**src/rtl/sorter_pkg.sv**
```systemverilog
// Constants and types shared by the Sorter and its downstream drain logic.
package sorter_pkg;

  localparam int unsigned SIZE  = 16;
  localparam int unsigned WIDTH = 4;
  localparam int unsigned IDXW  = $clog2(SIZE);

  typedef enum logic {
    IDLE,
    DRAIN
  } drain_state_t;

  typedef logic [WIDTH-1:0] elem_t;

endpackage

```
**src/rtl/sort_order_check.sv**
```systemverilog
// Checks that the elements of one vector arrive in non-decreasing order;
// the error flag is sticky until reset.
module sort_order_check
  import sorter_pkg::*;
#(
  parameter int unsigned WIDTH = sorter_pkg::WIDTH
) (
  input  logic             clk,
  input  logic             rst,
  input  logic             fire,
  input  logic             first,
  input  logic [WIDTH-1:0] data,
  output logic             err
);

  logic [WIDTH-1:0] prev;

  // The first element of a vector is never compared with the previous vector's tail.
  always_ff @(posedge clk) begin
    if (rst) begin
      prev <= '0;
      err  <= 1'b0;
    end else if (fire) begin
      prev <= data;
      if (!first && (data < prev)) begin
        err <= 1'b1;
      end
    end
  end

endmodule

```
**src/rtl/sorted_vector_drain.sv**
```systemverilog
// Captures one sorted vector from the Sorter and streams it out element by
// element over valid/ready, counting completed vectors.
module sorted_vector_drain
  import sorter_pkg::*;
#(
  parameter int unsigned SIZE  = sorter_pkg::SIZE,
  parameter int unsigned WIDTH = sorter_pkg::WIDTH
) (
  input  logic                      clk,
  input  logic                      rst,
  input  logic                      in_valid,
  input  logic [SIZE*WIDTH-1:0]     in_data,
  output logic                      in_ready,
  output logic                      out_valid,
  input  logic                      out_ready,
  output logic [WIDTH-1:0]          out_data,
  output logic [$clog2(SIZE)-1:0]   out_index,
  output logic                      out_last,
  output logic                      order_err,
  output logic [15:0]               vec_count
);

  localparam int unsigned IDXW = $clog2(SIZE);
  localparam logic [IDXW-1:0] LAST_IDX = IDXW'(SIZE - 1);

  drain_state_t          state, state_d;
  logic [SIZE*WIDTH-1:0] vec, vec_d;
  logic [IDXW-1:0]       idx, idx_d;
  logic [15:0]           cnt, cnt_d;
  logic                  fire, capture, at_last;

  assign out_valid = (state == DRAIN);
  assign at_last   = (idx == LAST_IDX);
  assign out_last  = at_last && out_valid;
  assign fire      = out_valid && out_ready;
  assign in_ready  = !rst && ((state == IDLE) || (out_last && out_ready));
  assign capture   = in_valid && in_ready;
  assign out_data  = out_valid ? vec[idx*WIDTH +: WIDTH] : '0;
  assign out_index = idx;
  assign vec_count = cnt;

  always_ff @(posedge clk) begin
    if (rst) begin
      state <= IDLE;
      vec   <= '0;
      idx   <= '0;
      cnt   <= '0;
    end else begin
      state <= state_d;
      vec   <= vec_d;
      idx   <= idx_d;
      cnt   <= cnt_d;
    end
  end

  // A capture on the final beat overrides the return to IDLE, giving back-to-back vectors.
  always_comb begin
    state_d = state;
    vec_d   = vec;
    idx_d   = idx;
    cnt_d   = cnt;
    if (fire) begin
      if (!at_last) begin
        idx_d = idx + 1'b1;
      end else begin
        idx_d   = '0;
        cnt_d   = cnt + 16'd1;
        state_d = IDLE;
      end
    end
    if (capture) begin
      vec_d   = in_data;
      idx_d   = '0;
      state_d = DRAIN;
    end
  end

  sort_order_check #(
    .WIDTH(WIDTH)
  ) u_order_check (
    .clk  (clk),
    .rst  (rst),
    .fire (fire),
    .first(idx == '0),
    .data (out_data),
    .err  (order_err)
  );

endmodule

```
**config.mk**
```make
export PLATFORM = sky130hd
export DESIGN_NAME = sorted_vector_drain
export DESIGN_NICKNAME = d
export VERILOG_FILES = /design/src/rtl/sorter_pkg.sv /design/src/rtl/sort_order_check.sv /design/src/rtl/sorted_vector_drain.sv
export SDC_FILE = /design/constraint.sdc
export NUM_CORES = 1
export LEC_CHECK = 0
export CORE_ASPECT_RATIO = 1.1
export CORE_MARGIN = 4
export CORE_UTILIZATION = 30
export DETAILED_ROUTE_END_ITERATION = 10
export SETUP_SLACK_MARGIN = 0.2
export SYNTH_ARGS = -nofsm -noshare
export SYNTH_HDL_FRONTEND = slang
export SYNTH_HIERARCHICAL = 1
export SYNTH_SLANG_ARGS = --single-unit
```
**constraint.sdc**
```tcl
create_clock -name clk -period 2.7 [get_ports clk]
set_clock_uncertainty 0.15 [all_clocks]
set_input_delay 0.54 -clock clk [delete_from_list [all_inputs] [get_ports clk]]
set_output_delay 0.54 -clock clk [all_outputs]
set_load 0.05 [all_outputs]
```
Word level (Yosys, flattened, before mapping)
Cells that the tools add are included.
{"block": "word_totals", "out_inout_bits": 28, "word_cells": 33, "in_bits": 68, "regBits": 90}
{"block": "classes", "mux": 5, "reduce_logical": 16, "order_cmp": 1, "bitwise": 1, "n_addsub": 2, "n_shift": 1, "n_eq_ne": 1}
{"cell": "$shiftx A64 B7 Y4", "n": 1}
{"cell": "$add A16 B1 Y16 const B", "n": 1}
{"cell": "$mux W4", "n": 2}
{"cell": "$logic_and A1 B1 Y1", "n": 6}
{"cell": "$reduce_and A2 Y1", "n": 3}
{"cell": "$add A4 B1 Y4 const B", "n": 1}
{"cell": "$eq A4 B4 Y1 const B", "n": 1}
{"cell": "$logic_not A4 Y1", "n": 1}
{"cell": "$lt A4 B4 Y1", "n": 1}
{"cell": "$reduce_bool A2 Y1", "n": 2}
{"cell": "$mux W1", "n": 3}
{"cell": "$logic_not A1 Y1", "n": 2}
{"cell": "$reduce_or A2 Y1", "n": 1}
{"cell": "$logic_or A1 B1 Y1", "n": 1}
{"cell": "$not A1 Y1", "n": 1}

Depth between registers and ports, before layout
{"block": "depth", "depth_word": 8, "ltp_mapped": 10}

Cells and area by module
The synthesis kept the hierarchy.
{"module": "sorted_vector_drain", "cells_per_inst": 319, "area_per_inst_um2": 3502.1, "n_inst": 1, "seq_area_each_um2": 1701.6}
{"module": "sort_order_check", "cells_per_inst": 26, "area_per_inst_um2": 254.0, "n_inst": 1, "seq_area_each_um2": 100.1}

Worst setup path before layout
OpenSTA, ideal clock, no wires.
{"block": "synth_path", "kind": "register to register", "from": "register idx[0], in the netlist out_index[0]", "to": "register u_order_check.err", "setup_ns": 0.117, "stages_incl_launch_ff": 9, "arrival_ns": 3.065, "setup_slack_ns": -0.632, "required_time_ns": 2.433, "cell_sequence": "dfxtp_1 buf_2 buf_1 a2111oi_0 a311o_1 o22ai_1 ha_1 o2111ai_1 a32o_2"}
{"block": "synth_between", "elab_chain_cells": 5, "elab_cells_between_ends": 7, "cone_classes": "order compare: 1; shift: 1; mux: 1; reduce/logical: 4"}
{"item": "from (decl)", "line_no": "sorted_vector_drain.sv:28", "rtl": "logic [IDXW-1:0] idx, idx_d;"}
{"item": "from (signal assigned)", "line_no": "sorted_vector_drain.sv:51", "rtl": "idx <= idx_d;"}
{"item": "$shiftx A64 B7 Y4", "line_no": "sorted_vector_drain.sv:38", "rtl": "assign out_data = out_valid ? vec[idx*WIDTH +: WIDTH] : '0;"}
{"item": "$mux W4", "line_no": "sorted_vector_drain.sv:38"}
{"item": "net out_data[2]", "line_no": "sorted_vector_drain.sv:16", "rtl": "output logic [WIDTH-1:0] out_data,"}
{"item": "$lt A4 B4 Y1", "line_no": "sort_order_check.sv:25", "rtl": "if (!first && (data < prev)) begin"}
{"item": "$logic_and A1 B1 Y1", "line_no": "sort_order_check.sv:25"}
{"item": "$reduce_and A2 Y1 (no source line)"}
{"item": "to (signal assigned)", "line_no": "sort_order_check.sv:22", "rtl": "err <= 1'b0;"}
{"item": "to (signal assigned)", "line_no": "sort_order_check.sv:26", "rtl": "err <= 1'b1;"}
{"item": "to (decl)", "line_no": "sort_order_check.sv:13", "rtl": "output logic err"}
The timed path passes the listed nets, and every way through them passes these cells.
A chain may end at the register's enable or synchronous reset.

Final worst setup path
{"block": "layout_path", "from": "register idx[1], in the netlist out_index[1]", "to": "output out_data[3]"}
{"block": "layout_between", "elab_chain_cells": 2}
{"item": "$shiftx A64 B7 Y4", "line_no": "sorted_vector_drain.sv:38"}
{"item": "$mux W4", "line_no": "sorted_vector_drain.sv:38"}
{"item": "to (decl)", "line_no": "sorted_vector_drain.sv:16"}
Every way passes these cells.

==> flow_summary.yaml <==
outcome:
  status: "finished, final reports clean"
timing:
  fin_crit_sh_pct: 95.66
  finalSetupTns_ps: 0
  maxSlewViolCount: 0
  finalHoldViolCount: 0
  fmax_ghz: 0.3872
  relSlewSlack_pct: 64.09
  finalCriticalPeriod_ps: 2583
  rsz0062_at_grt: "true"
  finalSetupViolCount: 0
  worst_pin_slew_ps: 537.0
  hold_slack_ps: 325.8
setup_path:
  worstPathCellList: "buf_12, mux4_2, mux2i_2, o22ai_2, buf_6"
  worstPathArrival_ps: 1890
  end_kind: "output port"
  slowest_stage: "mux4_2"
  startpoint_type: "flop"
  cp.required_ps: 2010
  cp_slowest_stage_delay_ps: 500
  reg2reg_to: "u_order_check/err$_SDFFE_PP0P_"
  cp_max_fo: 3
  rrSetupSlack_ps: 270
  r2r_start: "out_index[1]$_SDFFE_PP0P_"
  worstSetupPathType: "reg2out"
  r2r_cells: 8
clock_tree:
  clk_pin_slew_ps: 60
  numCtsBuffers: 9
  cts.sinks: 90
  clk_latency_ps: 330
  cts_tree: "built"
  cts_buffer_depth: 2
  hold_buffers: 0
  ctsHtreeMaxLevel: 3
  clock_tree.root_cell: "clkbuf_16"
grt:
  grt_max_degree: 43
  grt_first_pass_wirelength_um: 15770
  grt.overflow.total: 0
  antenna_found_initial: 0
  grt_usage_pct: 13.70
  grt_pass1_vias: 3064
die:
  core_area_sq_mm: 0.01214
  ios: 96
  die_w_um: 114.7
  rows: 42
  die_h_um: 125.4
  dieArea_sq_mm: 0.01438
  start_util_pct: 30.94
routing:
  first_pass_iters: 4
  vias: 3060
  drtIter0Drc: 130
  routedWlPerCell_um: 16.22
  via_per_inst: 5.058
  antenna_left: 0
  totalWireLength_um: 9816
  remaining_drc_errors: 0
yosys:
  synthArstFlopShare_pct: 0
  synth-compound-area-share_pct: 20.75
  synth_area_sq_mm: 0.003756
  synth_top_cell_area_share_pct: 47.97
  synth_top_family_by_area: "compound AO/OA/AOI/OAI gates"
  synth.distinct_cells: 44
  yosys_warnings: 6
  synthSimpleGateAreaFrac_pct: 11.29
  ys_ff_latch: 90
  synth_area_leaders: "dfxtp_1, a22o_1, mux4_2"
  synthCells: 345
  yosysTopAreaCell: "dfxtp_1"
  synthXorXnorAreaFrac_pct: 2.099
  synth_fa_ha_area_share_pct: 1.999
  synthFlopType: "dfxtp_1"
  syn_nets: 419
  synth-edff-count: 0
  syn_avg_cell_area_sq_um: 10.89
  synthMuxAreaShare_pct: 11.16
  yosysSeqAreaShare_pct: 47.97
cells_and_area:
  layout.cells.non_filler: 605
  drive_above_1_share_pct: 16.85
  area_growth_pct: 42.80
  layout_common_cells: "clkdlybuf4s50_1, dfxtp_1, a22o_1"
  fin_nets: 521
  diodes: 0
power:
  finalPower_w: 0.002908
  p_leak_nw: 2.005
  powerDensity_mw_per_mm2: 542.2
  ir_worst_vdd_mv: 0.3616
placed_design:
  hpwl_um: 7050
  portBuffers: 95
  gp_congestion: 0.8123
  placedCellCount: 578
worst_hold_path:
  hold_path.class: "reg2reg"
  whs_endpoint: "vec[29]$_SDFFE_PP0P_"
  min_from: "vec[29]$_SDFFE_PP0P_"
  holdPathStages: 1
run:
  max_cap_viol_count: 0
[worst max-delay path by stage]
stage	start	to	slack, ps
6_report	out_index[1]$_SDFFE_PP0P_	out_data[3]	120
5_1_grt	out_index[1]$_SDFFE_PP0P_	out_data[2]	40
4_1_cts	out_index[1]$_SDFFE_PP0P_	out_data[3]	50
3_5_place_dp	out_index[1]$_SDFFE_PP0P_	u_order_check/err$_SDFFE_PP0P_	100
3_3_place_gp	out_index[1]$_SDFFE_PP0P_	u_order_check/err$_SDFFE_PP0P_	150
2_1_floorplan	out_index[0]$_SDFFE_PP0P_	u_order_check/err$_SDFFE_PP0P_	40
[flip-flops by register name, indices dropped and copies added, names as in the netlist]
signal,count
vec,64
vec_count,16
out_index,4
u_order_check/prev,4
out_valid,1
u_order_check/err,1
[stage by stage]
stage          setup WS [ps]  instance area [sq um]  utilization (%)
2_1_floorplan          39.35                   3821                -
3_3_place_gp           154.3                   4897            40.34
3_5_place_dp           97.68                   4897            40.34
4_1_cts                45.15                   5283            43.52
5_1_grt                37.15                   5364            44.19
6_report               117.2                   5364            44.19
[where the power goes]
part	internal [W]	switching [W]	leakage, nW	total [W]
registers	0.00139	0.0000355	0.738	0.00142
clock network	0.000668	0.000484	0.132	0.00115
logic	0.000195	0.000139	1.14	0.000334
total	0.00225	0.000659	2.01	0.00291
[per-layer routing]
metal | global-route usage, % | vias to the layer above | wire length [um]
li1 | - | 1513 | -
met1 | 17.90 | 1447 | 4482
met2 | 21.96 | 88 | 4687
met3 | 3.335 | 12 | 454
met4 | 4.822 | 0 | 191
met5 | 0 | - | 0
[critical path: cells and delay by family (launching register included)]
family          cells  cell delay (ps)
buf+inv             2              310
mux                 2              730
compound gates      1              140
flops               1              380
[logic make-up (layout without fill, tap and decap cells)]
family	after synthesis	in the layout
AO/OA/AOI/OAI	100	100
flip-flops	90	90
AND/OR/NAND/NOR	78	78
buffers and inverters	34	140
multiplexers	28	28
XOR/XNOR	9	9
adder cells (fa/ha/maj)	6	6
[cell type report]
class	instances	area (sq um)
fill	1126	6775
sequential	90	1813
clock buffer	13	260.3
inverter	10	38.79
timing repair buffer	115	1172
multi-input combinational	221	1874
tap	154	192.7
clock inverter	2	12.51
[synthesized netlist by cell type (2+ instances only)]
master    n
a21oi_1  17
a22o_1   64
and3_1    2
and4_1    2
buf_1     2
buf_2    13
buf_4     7
dfxtp_1  90
ha_1      6
inv_1     9
mux2i_1  16
mux4_2   11
nand2_1  18
nand3_1   4
nand4_1   6
nor2_1   22
nor2b_1   2
nor3_1    2
o21ai_0   5
o22ai_1   4
o31ai_1   5
or2_2     2
or3_1     3
or4_1     6
xnor2_1   2
xor2_1    7
[repair_timing]
item | 4_1_cts | 5_1_grt
gates resized for setup | 11 | 10
pin swaps | 3 | 3
endpoints found under the hold margin | 0 | 0
setup buffers | 7 | 5
endpoints found under the setup margin | 7 | 6
cloned | 0 | 0
No activity file was read; power rests on OpenSTA's default activity.
